File: config.mk
export PLATFORM = sky130hd
export DESIGN_NAME = yol_cozucu
export DESIGN_NICKNAME = d
export VERILOG_FILES = /design/src/rtl/yol_pkg.sv /design/src/rtl/yol_cozucu_ata_hesapla.sv /design/src/rtl/yol_cozucu.sv
export SDC_FILE = /design/constraint.sdc
export NUM_CORES = 1
export LEC_CHECK = 0
export CELL_PAD_IN_SITES_DETAIL_PLACEMENT = 0
export CELL_PAD_IN_SITES_GLOBAL_PLACEMENT = 1
export CORE_MARGIN = 2
export CORE_UTILIZATION = 46
export CTS_BUF_LIST = sky130_fd_sc_hd__clkbuf_8
export DETAILED_ROUTE_END_ITERATION = 7
export PLACE_DENSITY = 0.91
export SYNTH_ARGS = -nofsm -noshare
export SYNTH_HDL_FRONTEND = slang
export SYNTH_SLANG_ARGS = --single-unit
File: constraint.sdc
create_clock -name clk -period 3 [get_ports clk]
set_clock_uncertainty 0.2 [all_clocks]
set_input_delay 0.75 -clock clk [delete_from_list [all_inputs] [get_ports clk]]
set_output_delay 0.75 -clock clk [all_outputs]
set_load 0.02 [all_outputs]
File: src/rtl/yol_pkg.sv
`default_nettype none
// ============================================================================
// Package : yol_pkg
// Desc    : Shared constants, FSM state type and hop-stack entry layout for
//           the 4-ary tree path decoder.
// Rev     : 1.0 - initial release
// ============================================================================
package yol_pkg;

    // Number of top-level (parentless) nodes: 0, 1 and 2
    localparam int KOK_SAYISI = 3;

    // Fan-out of every node in the tree
    localparam int DAL_SAYISI = 4;

    // Node width the stand-alone adim_t layout is sized for
    localparam int VARSAYILAN_DUGUM_W = 8;

    // Decoder states: idle, walk towards the root, emit hops root-first
    typedef enum logic [1:0] {
        BOS    = 2'd0,
        COZ    = 2'd1,
        GONDER = 2'd2
    } durum_t;

    // One hop: the source node and the branch taken out of it
    typedef struct packed {
        logic [VARSAYILAN_DUGUM_W-1:0] dugum;
        logic [1:0]                    yon;
    } adim_t;

endpackage
`default_nettype wire

File: src/rtl/yol_cozucu_ata_hesapla.sv
`default_nettype none
// ============================================================================
// Module : ata_hesapla
// Desc   : Combinational parent step of the 4-ary tree. For a node n >= 3 it
//          returns ata = (n-3) >> 2 and yon = (n-3) & 3; kok flags the
//          top-level nodes 0..2, for which ata and yon are forced to zero.
// Rev    : 1.0 - initial release
// ============================================================================
module ata_hesapla
    import yol_pkg::*;
#(
    parameter int DUGUM_W = 8
) (
    input  logic [DUGUM_W-1:0] n,
    output logic [DUGUM_W-1:0] ata,
    output logic [1:0]         yon,
    output logic               kok
);

    logic [DUGUM_W-1:0] w_fark;

    // Parent and branch; the subtraction is masked for top-level nodes so it
    // can never wrap around
    always_comb begin
        kok    = (n < DUGUM_W'(KOK_SAYISI));
        w_fark = kok ? '0 : (n - DUGUM_W'(KOK_SAYISI));
        ata    = {2'b00, w_fark[DUGUM_W-1:2]};
        yon    = w_fark[1:0];
    end

endmodule
`default_nettype wire

File: src/rtl/yol_cozucu.sv
`default_nettype none
// ============================================================================
// Module : yol_cozucu
// Desc   : Path decoder for the 4-ary node tree. Accepts a destination node,
//          walks up to its top-level node one hop per clock while pushing
//          each hop on a LIFO, then streams the hops root-first as
//          (kaynak_dugumu, yon) beats with son on the final beat. A target
//          that is itself a top-level node yields one bos_yol beat.
// Rev    : 1.0 - initial release
// ============================================================================
module yol_cozucu
    import yol_pkg::*;
#(
    parameter int DUGUM_W  = 8,
    parameter int MAX_ADIM = DUGUM_W / 2
) (
    input  logic               clk,
    input  logic               rst_n,
    input  logic               giris_gecerli,
    output logic               giris_hazir,
    input  logic [DUGUM_W-1:0] hedef_dugumu,
    output logic               cikis_gecerli,
    input  logic               cikis_hazir,
    output logic [DUGUM_W-1:0] kaynak_dugumu,
    output logic [1:0]         yon,
    output logic               son,
    output logic               bos_yol
);

    // Stack pointer counts 0..MAX_ADIM; the entry index covers 0..MAX_ADIM-1
    localparam int SP_W  = $clog2(MAX_ADIM + 1);
    localparam int IDX_W = (MAX_ADIM > 1) ? $clog2(MAX_ADIM) : 1;

    // Same layout as adim_t, but sized by this instance's DUGUM_W
    typedef struct packed {
        logic [DUGUM_W-1:0] dugum;
        logic [1:0]         yon;
    } yigin_t;

    durum_t             r_durum;
    durum_t             w_sonraki_durum;
    logic [DUGUM_W-1:0] r_cur;
    logic [SP_W-1:0]    r_sp;
    logic               r_bos_yol;
    yigin_t             r_yigin [MAX_ADIM];

    logic [DUGUM_W-1:0] w_ata;
    logic [1:0]         w_yon;
    logic               w_kok;
    logic               w_kabul;
    logic               w_hedef_kok;
    logic               w_son_girdi;
    logic [IDX_W-1:0]   w_yaz_idx;
    logic [IDX_W-1:0]   w_oku_idx;
    yigin_t             w_ust;

    ata_hesapla #(
        .DUGUM_W (DUGUM_W)
    ) u_ata_hesapla (
        .n   (r_cur),
        .ata (w_ata),
        .yon (w_yon),
        .kok (w_kok)
    );

    // Handshake, zero-hop detection and stack addressing
    always_comb begin
        w_kabul     = giris_gecerli && (r_durum == BOS);
        w_hedef_kok = (hedef_dugumu < DUGUM_W'(KOK_SAYISI));
        w_son_girdi = (r_sp <= SP_W'(1));
        w_yaz_idx   = IDX_W'(r_sp);
        w_oku_idx   = (r_sp == '0) ? '0 : IDX_W'(r_sp - SP_W'(1));
        w_ust       = r_yigin[w_oku_idx];
    end

    // State register
    always_ff @(posedge clk or negedge rst_n) begin
        if (!rst_n) begin
            r_durum <= BOS;
        end else begin
            r_durum <= w_sonraki_durum;
        end
    end

    // Next-state logic
    always_comb begin
        w_sonraki_durum = r_durum;
        case (r_durum)
            BOS: begin
                if (w_kabul) begin
                    w_sonraki_durum = w_hedef_kok ? GONDER : COZ;
                end
            end
            COZ: begin
                // The hop being pushed now reaches a top-level node
                if (w_kok || (w_ata < DUGUM_W'(KOK_SAYISI))) begin
                    w_sonraki_durum = GONDER;
                end
            end
            GONDER: begin
                if (cikis_hazir && (r_bos_yol || w_son_girdi)) begin
                    w_sonraki_durum = BOS;
                end
            end
            default: begin
                w_sonraki_durum = BOS;
            end
        endcase
    end

    // Current node, stack pointer and zero-hop flag
    always_ff @(posedge clk or negedge rst_n) begin
        if (!rst_n) begin
            r_cur     <= '0;
            r_sp      <= '0;
            r_bos_yol <= 1'b0;
        end else begin
            case (r_durum)
                BOS: begin
                    if (w_kabul) begin
                        r_cur     <= hedef_dugumu;
                        r_sp      <= '0;
                        r_bos_yol <= w_hedef_kok;
                    end
                end
                COZ: begin
                    if (!w_kok) begin
                        r_cur <= w_ata;
                        r_sp  <= r_sp + SP_W'(1);
                    end
                end
                GONDER: begin
                    if (cikis_hazir) begin
                        if (r_bos_yol) begin
                            r_bos_yol <= 1'b0;
                        end else if (r_sp != '0) begin
                            r_sp <= r_sp - SP_W'(1);
                        end
                    end
                end
                default: begin
                end
            endcase
        end
    end

    // Hop LIFO; contents need no reset because the pointer gates every read
    always_ff @(posedge clk) begin
        if ((r_durum == COZ) && !w_kok) begin
            r_yigin[w_yaz_idx] <= '{dugum: w_ata, yon: w_yon};
        end
    end

    // Output decode; data outputs stay zero whenever no beat is offered
    always_comb begin
        giris_hazir   = 1'b0;
        cikis_gecerli = 1'b0;
        kaynak_dugumu = '0;
        yon           = 2'b00;
        son           = 1'b0;
        bos_yol       = 1'b0;
        case (r_durum)
            BOS: begin
                giris_hazir = 1'b1;
            end
            GONDER: begin
                cikis_gecerli = 1'b1;
                if (r_bos_yol) begin
                    kaynak_dugumu = r_cur;
                    son           = 1'b1;
                    bos_yol       = 1'b1;
                end else begin
                    kaynak_dugumu = w_ust.dugum;
                    yon           = w_ust.yon;
                    son           = (r_sp == SP_W'(1));
                end
            end
            default: begin
            end
        endcase
    end

endmodule
`default_nettype wire

==> summary.txt <==
Status: finished with violations
Failing checks: setup timing
Startpoint Class: register
Worst vdd ir: 0.563 mV
NetSw: 1.65 mW
Hold WC Path Type: register to register
WS Path Type: register to output port
Initial antenna violation count: 0
Dpl cells: 350
Final cell count without fillers: 362
Die area: 0.00621 sq mm
Req. time, crit path: 2.05 ns
Syn Area/Cell: 10.4 sq um
Final WS setup: -0.120 ns
Post-Synthesis Cells: 248
Count of yosys warnings during synthesis: 0
Setup Viol. Count Final: 7
Drt drc: 0
Distinct cell type count after synthesis: 48
Number of synthesized flops with an enable pin: 32
Synth-to-Final Area Change: 29.2%
Comb pwr share: 59.1%
Clock sink count: 46
Hold depth: 1
Clk pwr share: 11.9%
Post-detailed-route wirelength per cell: 17.6 microns
Top Ports: 26
Hold Violations, Final: 0
# nets final: 310
WHS: 0.382 ns
Fin util: 61.1%
Die span in x: 78.8 microns
Root cell of the clock tree: clkbuf_8
Overflow after GRT: 0
GPL Wtd Cong: 0.860
Worst skew pair latency: 0.30 ns
Leakage: 1.31 nW
Reg clk slew, reported paths: 0.09 ns
Switching Share: 42.9%
# rows: 27
Hold_sp: r_durum[1]
Fmax: 320 MHz
Placed Instance Area: 0.00301 sq mm
Min-Delay Endpoint: r_durum[1]
Int Pwr: 2.20 mW
Core Footprint: 0.00544 sq mm
Die Y-Extent: 78.8 microns
Worst-Margin Slew: 0.824 ns
Finished Cell Area: 0.00333 sq mm
WP data arrival: 2.17 ns
Max-slew violations: 0
Via density: 5.72
First-pass GRT wire length: 10500 microns
Crit path time final: 3.12 ns
GRT Util Overall: 21.9%
Drt pass-1 iters: 5
RR Endpoint: r_durum[0]
Filler Cell Count: 423
Register-to-Register Path Depth: 6
Clock tree buffer depth: 2
Pre-CTS setup slack: -0.354 ns
Ant diodes: 0
Via count: 2072
Period utilisation layout: 104%
Cell area after synthesis: 0.00257 sq mm
Worst R2R Setup Slack: 0.58 ns
Sequential fraction of the synthesis area: 50.9%
Port bufs: 25
Mapped Nets: 269
Max Cap Viol: 0
RR Startpoint: r_cur[0]
H-tree depth: 2
Slew margin rel.: 44.7%
CTS tree: built
Crit path max fanout: 4
Post-detail-place hpwl: 4370 microns
Seq pwr share: 28.9%
Worst Setup End Kind: output port
RSZ-0062 raised after global routing: true
Ys async rst share: 30.4%
Number of DRC markers in iteration 0: 153
Maximum number of pins on one net before global-route repair: 25
Drt total wl: 6380 microns
Number of global-route vias before repair: 2136
Main synth FF type: edfxtp_1
Initial Utilization: 47.3%
Layout cells sized above 1: 28.3%
Final ANT Viol Nets: 0
Yosys reg bits: 46
CTS Buf Count: 5
Pwr/cell area: 1160 mW/mm^2
-- how the worst max path moves through the flow --
| stage | from | slack, ns | end |
|---|---|---|---|
| floorplan | r_sp[0] | -0.08 | yon[0] |
| global placement | r_sp[0] | -0.34 | kaynak_dugumu[5] |
| detailed placement | r_sp[1] | -0.35 | kaynak_dugumu[4] |
| CTS | r_sp[1] | -0.1 | kaynak_dugumu[5] |
| global route | r_sp[0] | -0.20 | kaynak_dugumu[4] |
| finish | r_sp[0] | -0.12 | kaynak_dugumu[4] |
-- logic make-up (layout without fill, tap and decap cells) --
group	after synthesis	count (layout)	share of synthesized area, %
multiplexers	9	9	3.60
AO/OA/AOI/OAI	69	69	18.2
buffers and inverters	21	63	3.16
XOR/XNOR	1	1	0.340
adder cells (fa/ha/maj)	9	9	4.38
AND/OR/NAND/NOR	93	93	19.4
flip-flops	46	46	50.9
-- worst max-delay path, cell delays in order, from the launching register on --
cell	delay [ns]
dfrtp_1	0.37
inv_2	0.06
ha_4	0.16
ha_4	0.15
buf_6	0.11
nor2_4	0.08
buf_6	0.13
buf_6	0.10
nand2_2	0.04
a311oi_2	0.33
a21oi_1	0.10
nor2b_2	0.13
buf_6	0.12
-- power by group through the flow --
stage	Combinational, mW	Clock, mW	Sequential [mW]
6_report	2.28	0.460	1.12
5_1_grt	2.48	0.488	1.13
4_1_cts	2.18	0.464	1.11
3_5_place_dp	1.97	0	1.12
3_3_place_gp	1.94	0	1.11
2_1_floorplan	1.33	0	1.08
-- state kept, by name (all words and copies together), names as in the netlist --
name and count:
r_sp 3, r_yigin 32, r_cur 8, r_durum 2
r_bos_yol 1
-- synthesized netlist by cell type (2+ instances only) --
cell type | number | area, sq um
mux2i_1 | 7 | 70.1
or3_1 | 2 | 12.5
dfrtp_1 | 14 | 350
ha_1 | 9 | 113
nor2_1 | 9 | 33.8
a21oi_1 | 12 | 60.1
o21ai_0 | 15 | 75.1
nand3_1 | 5 | 25.0
nand2_1 | 32 | 120
nand3b_1 | 2 | 15.0
inv_1 | 7 | 26.3
and3_1 | 2 | 12.5
o21ai_1 | 9 | 45.0
or2_1 | 3 | 18.8
nor2b_1 | 13 | 81.3
o211ai_1 | 3 | 22.5
clkbuf_1 | 10 | 37.5
edfxtp_1 | 32 | 961
and2_1 | 13 | 81.3
a211oi_1 | 9 | 67.6
a311oi_1 | 8 | 70.1
mux2_2 | 2 | 22.5
or2_2 | 2 | 12.5
nor4_2 | 2 | 25.0
o32ai_1 | 2 | 17.5
buf_2 | 2 | 10.0
-- per-layer routing --
metal	vias to the layer above	part of all wire (%)	global-route usage, %
met1	1001	44	27.6
met4	0	1.3	8.42
li1	1000	-	-
met5	-	0	0
met3	10	4.7	3.41
met2	61	50	37.9
-- repair_timing --
action / CTS / global route
gates resized for setup: 69 / 16
pin swaps: 11 / 7
setup buffers: 2 / 2
endpoints found under the setup margin: 8 / 12
hold buffers: 0 / 0
-- metrics by stage --
step           TNS [ns]  total power, mW
6_report         -0.293             3.85
5_1_grt           -1.04             4.10
4_1_cts          -0.375             3.75
3_5_place_dp      -2.31             3.09
3_3_place_gp      -2.05             3.05
2_1_floorplan    -0.156             2.42
-- layout make-up --
type                       instances  area (sq um)  share of cell area [%]
clock buffer                       5          68.8                    2.07
multi-input combinational        181          1330                    40.0
clock inverter                     3          41.3                    1.24
sequential                        46          1310                    39.5
inverter                           8          30.0                   0.903
tap                               72          90.1                    2.71
timing repair buffer              47           453                    13.6
-- layout by cell type, fill, tap and decap left out, types with 3 or more instances in the layout --
master           instances
clkdlybuf4s50_1         13
nand2_1                 27
inv_1                    7
a311oi_2                 7
edfxtp_1                32
nand2_2                  4
o21ai_1                  9
dfrtp_1                 13
a211oi_1                 3
nor2b_2                  6
and2_1                  13
o211ai_1                 3
a21oi_1                 10
buf_4                   18
a211oi_2                 6
buf_6                   10
o21ai_0                 15
mux2i_1                  7
dlymetal6s2s_1           4
clkbuf_8                 5
nand3_1                  5
nor2_1                   8
nor2b_1                  7
ha_1                     7
Power figures use the tool's default switching activity.
==> edit 1: new RTL, config.mk and constraints unchanged <==
`DUGUM_W` is set to 8 in 2 places; all go to 16.
--- a/src/rtl/yol_cozucu_ata_hesapla.sv
+++ b/src/rtl/yol_cozucu_ata_hesapla.sv
@@ -9,7 +9,7 @@
 module ata_hesapla
     import yol_pkg::*;
 #(
-    parameter int DUGUM_W = 8
+    parameter int DUGUM_W = 16
 ) (
     input  logic [DUGUM_W-1:0] n,
     output logic [DUGUM_W-1:0] ata,
--- a/src/rtl/yol_cozucu.sv
+++ b/src/rtl/yol_cozucu.sv
@@ -11,7 +11,7 @@
 module yol_cozucu
     import yol_pkg::*;
 #(
-    parameter int DUGUM_W  = 8,
+    parameter int DUGUM_W  = 16,
     parameter int MAX_ADIM = DUGUM_W / 2
 ) (
     input  logic               clk,
Ports: changed (resized hedef_dugumu and kaynak_dugumu); port bits go from 26 to 42. No check against the original RTL was run, so the function may have changed too.
==> edit 1 against the original RTL <==
The flow still finishes with violations (negative setup slack); setup slack got worse by 630 ps; count of clock-buffer cells in the layout increased by 12; wire length increased to 3.1 times the old value; synthesized area increased to 2.8 times the old value; design area increased to 2.8 times the old value; sequential cell count increased by 105; total power increased to 2.8 times the old value; sequential power increased to 3.0 times the old value.
==> edit 1: results <==
metrics = {
    "outcome": {
        "status": "finished, violations left",
        "violations": "negative setup slack",
    },
    "timing": {
        "max_slew.worst_pin.slew_ps": 725,
        "final-setup-viol-count": 16,
        "hold_slack_ps": 389,
        "setup_slack_ps": -749,
    },
    "drt": {
        "viasPerCell": 6.03,
        "wl_per_cell_um": 21.8,
        "wl_met1_um": 7570,
        "dr_wl_met3_um": 1500,
    },
    "layout": {
        "nClkBuffers": 17,
        "inv_count": 15,
        "nMultiInputCombCells": 367,
        "seq_share": 0.475,
        "buf_share": 0.144,
        "multiInputGateArea_mm2": 0.00285,
    },
    "grt": {
        "grtUsageMet2": 0.414,
        "grt_pass1_vias": 5405,
        "grt_max_degree": 30,
    },
    "hold_path": {
        "hp-start": "r_durum[0]",
        "whs_endpoint": "r_durum[0]",
    },
    "yosys": {
        "synth.distinct_cells": 56,
        "ys_seq_area_frac": 0.620,
        "synth_area_leaders": "edfxtp_1 54%, dfrtp_1 8.1%, mux2i_1 7.2%",
        "synth_edf_count": 128,
    },
    "place": {
        "placed_cells": 843,
        "place.gp.congestion": 0.864,
    },
    "power": {
        "max-vdd-ir-drop_mv": 0.613,
    },
    "worst_setup_path": {
        "rr_startpoint": "r_cur[1]",
        "r2r_slack_ps": 190,
        "r2r_cells": 8,
    },
    "clock_tree": {
        "clock_latency_ps": 450,
        "cts_resized": 104,
        "post_cts_buffers": 15,
    },
}
-- edit 1: cell count changes in the layout (fill, tap and decap cells not counted), sizes merged, moves of 16 or more --
cell | unedited run | this run
and3 | 2 | 18
nand2 | 32 | 49
nor2 | 9 | 33
a211oi | 9 | 40
buf | 30 | 124
edfxtp | 32 | 128
mux2i | 7 | 51
-- edit 1: how the worst max path moves through the flow --
stage                 start           endpoint  slack [ps]  depth (start not counted)
global route        r_sp[1]   kaynak_dugumu[1]        -820                         11
global placement    r_sp[1]   kaynak_dugumu[0]        -560                         11
finish              r_sp[1]   kaynak_dugumu[7]        -750                         12
CTS                 r_sp[0]  kaynak_dugumu[12]        -640                         12
floorplan           r_sp[0]  kaynak_dugumu[11]         -90                         11
detailed placement  r_sp[1]   kaynak_dugumu[1]        -600                          9
-- edit 1: stage by stage --
stage	area [µm²]	TNS [ps]	setup slack [ps]	utilization	power (µW)
3_5_place_dp	8430	-8480	-597	0.556	8460
2_1_floorplan	7340	-777	-85.0	-	6380
6_report	9300	-10200	-749	0.614	10700
5_1_grt	9300	-11730	-819	0.614	11200
3_3_place_gp	8430	-7860	-561	0.556	8260
4_1_cts	9020	-9180	-637	0.596	10300
-- edit 1: where the power goes --
part           total (µW)  internal (µW)  leakage [µW]  switching [µW]
logic                5860           2510       0.00167            3360
clock network        1530            689      0.000197             843
registers            3310           3050       0.00146             254
total               10700           6250       0.00333            4450
-- edit 1: cell families (layout without fill, tap and decap cells) --
logic type               count (synthesis)  in the layout  synth area share
buffers and inverters                   57            196            0.0339
XOR/XNOR                                 8              8           0.00983
flip-flops                             151            151             0.620
AND/OR/NAND/NOR                        157            158             0.112
AO/OA/AOI/OAI                          142            142             0.138
multiplexers                            52             52            0.0732
adder cells (fa/ha/maj)                  7              7            0.0123
==> edit 2: new RTL, same flow settings <==
Without the edit above. Encoding of `durum_t`: now one-hot (3 bits for 3 values).
--- a/src/rtl/yol_pkg.sv
+++ b/src/rtl/yol_pkg.sv
@@ -17,10 +17,10 @@
     localparam int VARSAYILAN_DUGUM_W = 8;
 
     // Decoder states: idle, walk towards the root, emit hops root-first
-    typedef enum logic [1:0] {
-        BOS    = 2'd0,
-        COZ    = 2'd1,
-        GONDER = 2'd2
+    typedef enum logic [2:0] {
+        BOS    = 3'b001,
+        COZ    = 3'b010,
+        GONDER = 3'b100
     } durum_t;
 
     // One hop: the source node and the branch taken out of it
Behaviour: no difference found for any inputs over 10 cycles, from zero or initial values and one cycle with rst_n low; not proved beyond that.
==> edit 2 against the original RTL <==
The run still ends with negative setup slack left; total power fell by 19%; die area fell by 1.7%; synthesized area fell by 1.8%; sequential cell count rose by 1; wire length fell by 4.7%; register-to-register slack got worse by 170 ps; count of clock-buffer cells in the layout rose by 1; design area fell by 1.5%; setup slack improved by 81 ps; critical endpoint is now kaynak_dugumu[0]; largest cell class is now sequential cells; highest routed layer unchanged.
==> edit 2: results <==
metrics = {
    "outcome": {
        "status": "finished, violations left",
        "violations": "negative setup slack",
    },
    "yosys": {
        "synth.distinct_cells": 53,
        "ys_seq_area_frac": 0.529,
        "async_flop_share": 0.319,
        "syn_area_mm2": 0.00253,
    },
    "power": {
        "internal_power_uw": 1860,
        "p_per_area_mw_per_mm2": 953,
    },
    "layout": {
        "multi_input_area_share": 0.388,
        "inv_count": 9,
        "buf_share": 0.131,
        "nMultiInputCombCells": 164,
        "nClkBuffers": 6,
        "clk_share": 0.0302,
        "seq_share": 0.409,
    },
    "worst_setup_path": {
        "path_max_fanout": 8,
        "r2r_slack_ps": 410,
        "cp_slowest_cell": "dfrtp_2",
    },
    "grt": {
        "grt_use_total": 0.220,
        "grt_pass1_vias": 2060,
    },
    "drt": {
        "drt_iter0_drc": 161,
        "viasPerCell": 5.66,
        "routed_wl_um": 6080,
    },
    "place": {
        "place.gp.congestion": 0.847,
        "hpwl_um": 4350,
        "placed_cells": 332,
    },
    "timing": {
        "setup_slack_ps": -39.6,
        "final-setup-viol-count": 7,
    },
}
edit 2: power by group through the flow:
stage,Combinational [µW],Sequential (µW),Clock (µW)
after floorplan,1200,1020,0
after global placement,1470,1100,0
after detailed placement,1500,1100,0
after CTS,1590,1090,409
after global routing,1780,1110,437
final,1630,1090,398
edit 2: logic make-up after synthesis:
group / count (synthesis) / synth area share
flip-flops: 47 / 0.529
AND/OR/NAND/NOR: 79 / 0.163
buffers and inverters: 24 / 0.0450
XOR/XNOR: 2 / 0.00693
AO/OA/AOI/OAI: 67 / 0.184
multiplexers: 9 / 0.0421
adder cells (fa/ha/maj): 6 / 0.0297
edit 2: per-layer routing:
| metal | GRT usage | wire length (µm) |
|---|---|---|
| met4 | 0.0596 | 24 |
| met2 | 0.373 | 3030 |
| met1 | 0.288 | 2690 |
| met5 | 0 | 0 |
| met3 | 0.0425 | 337 |
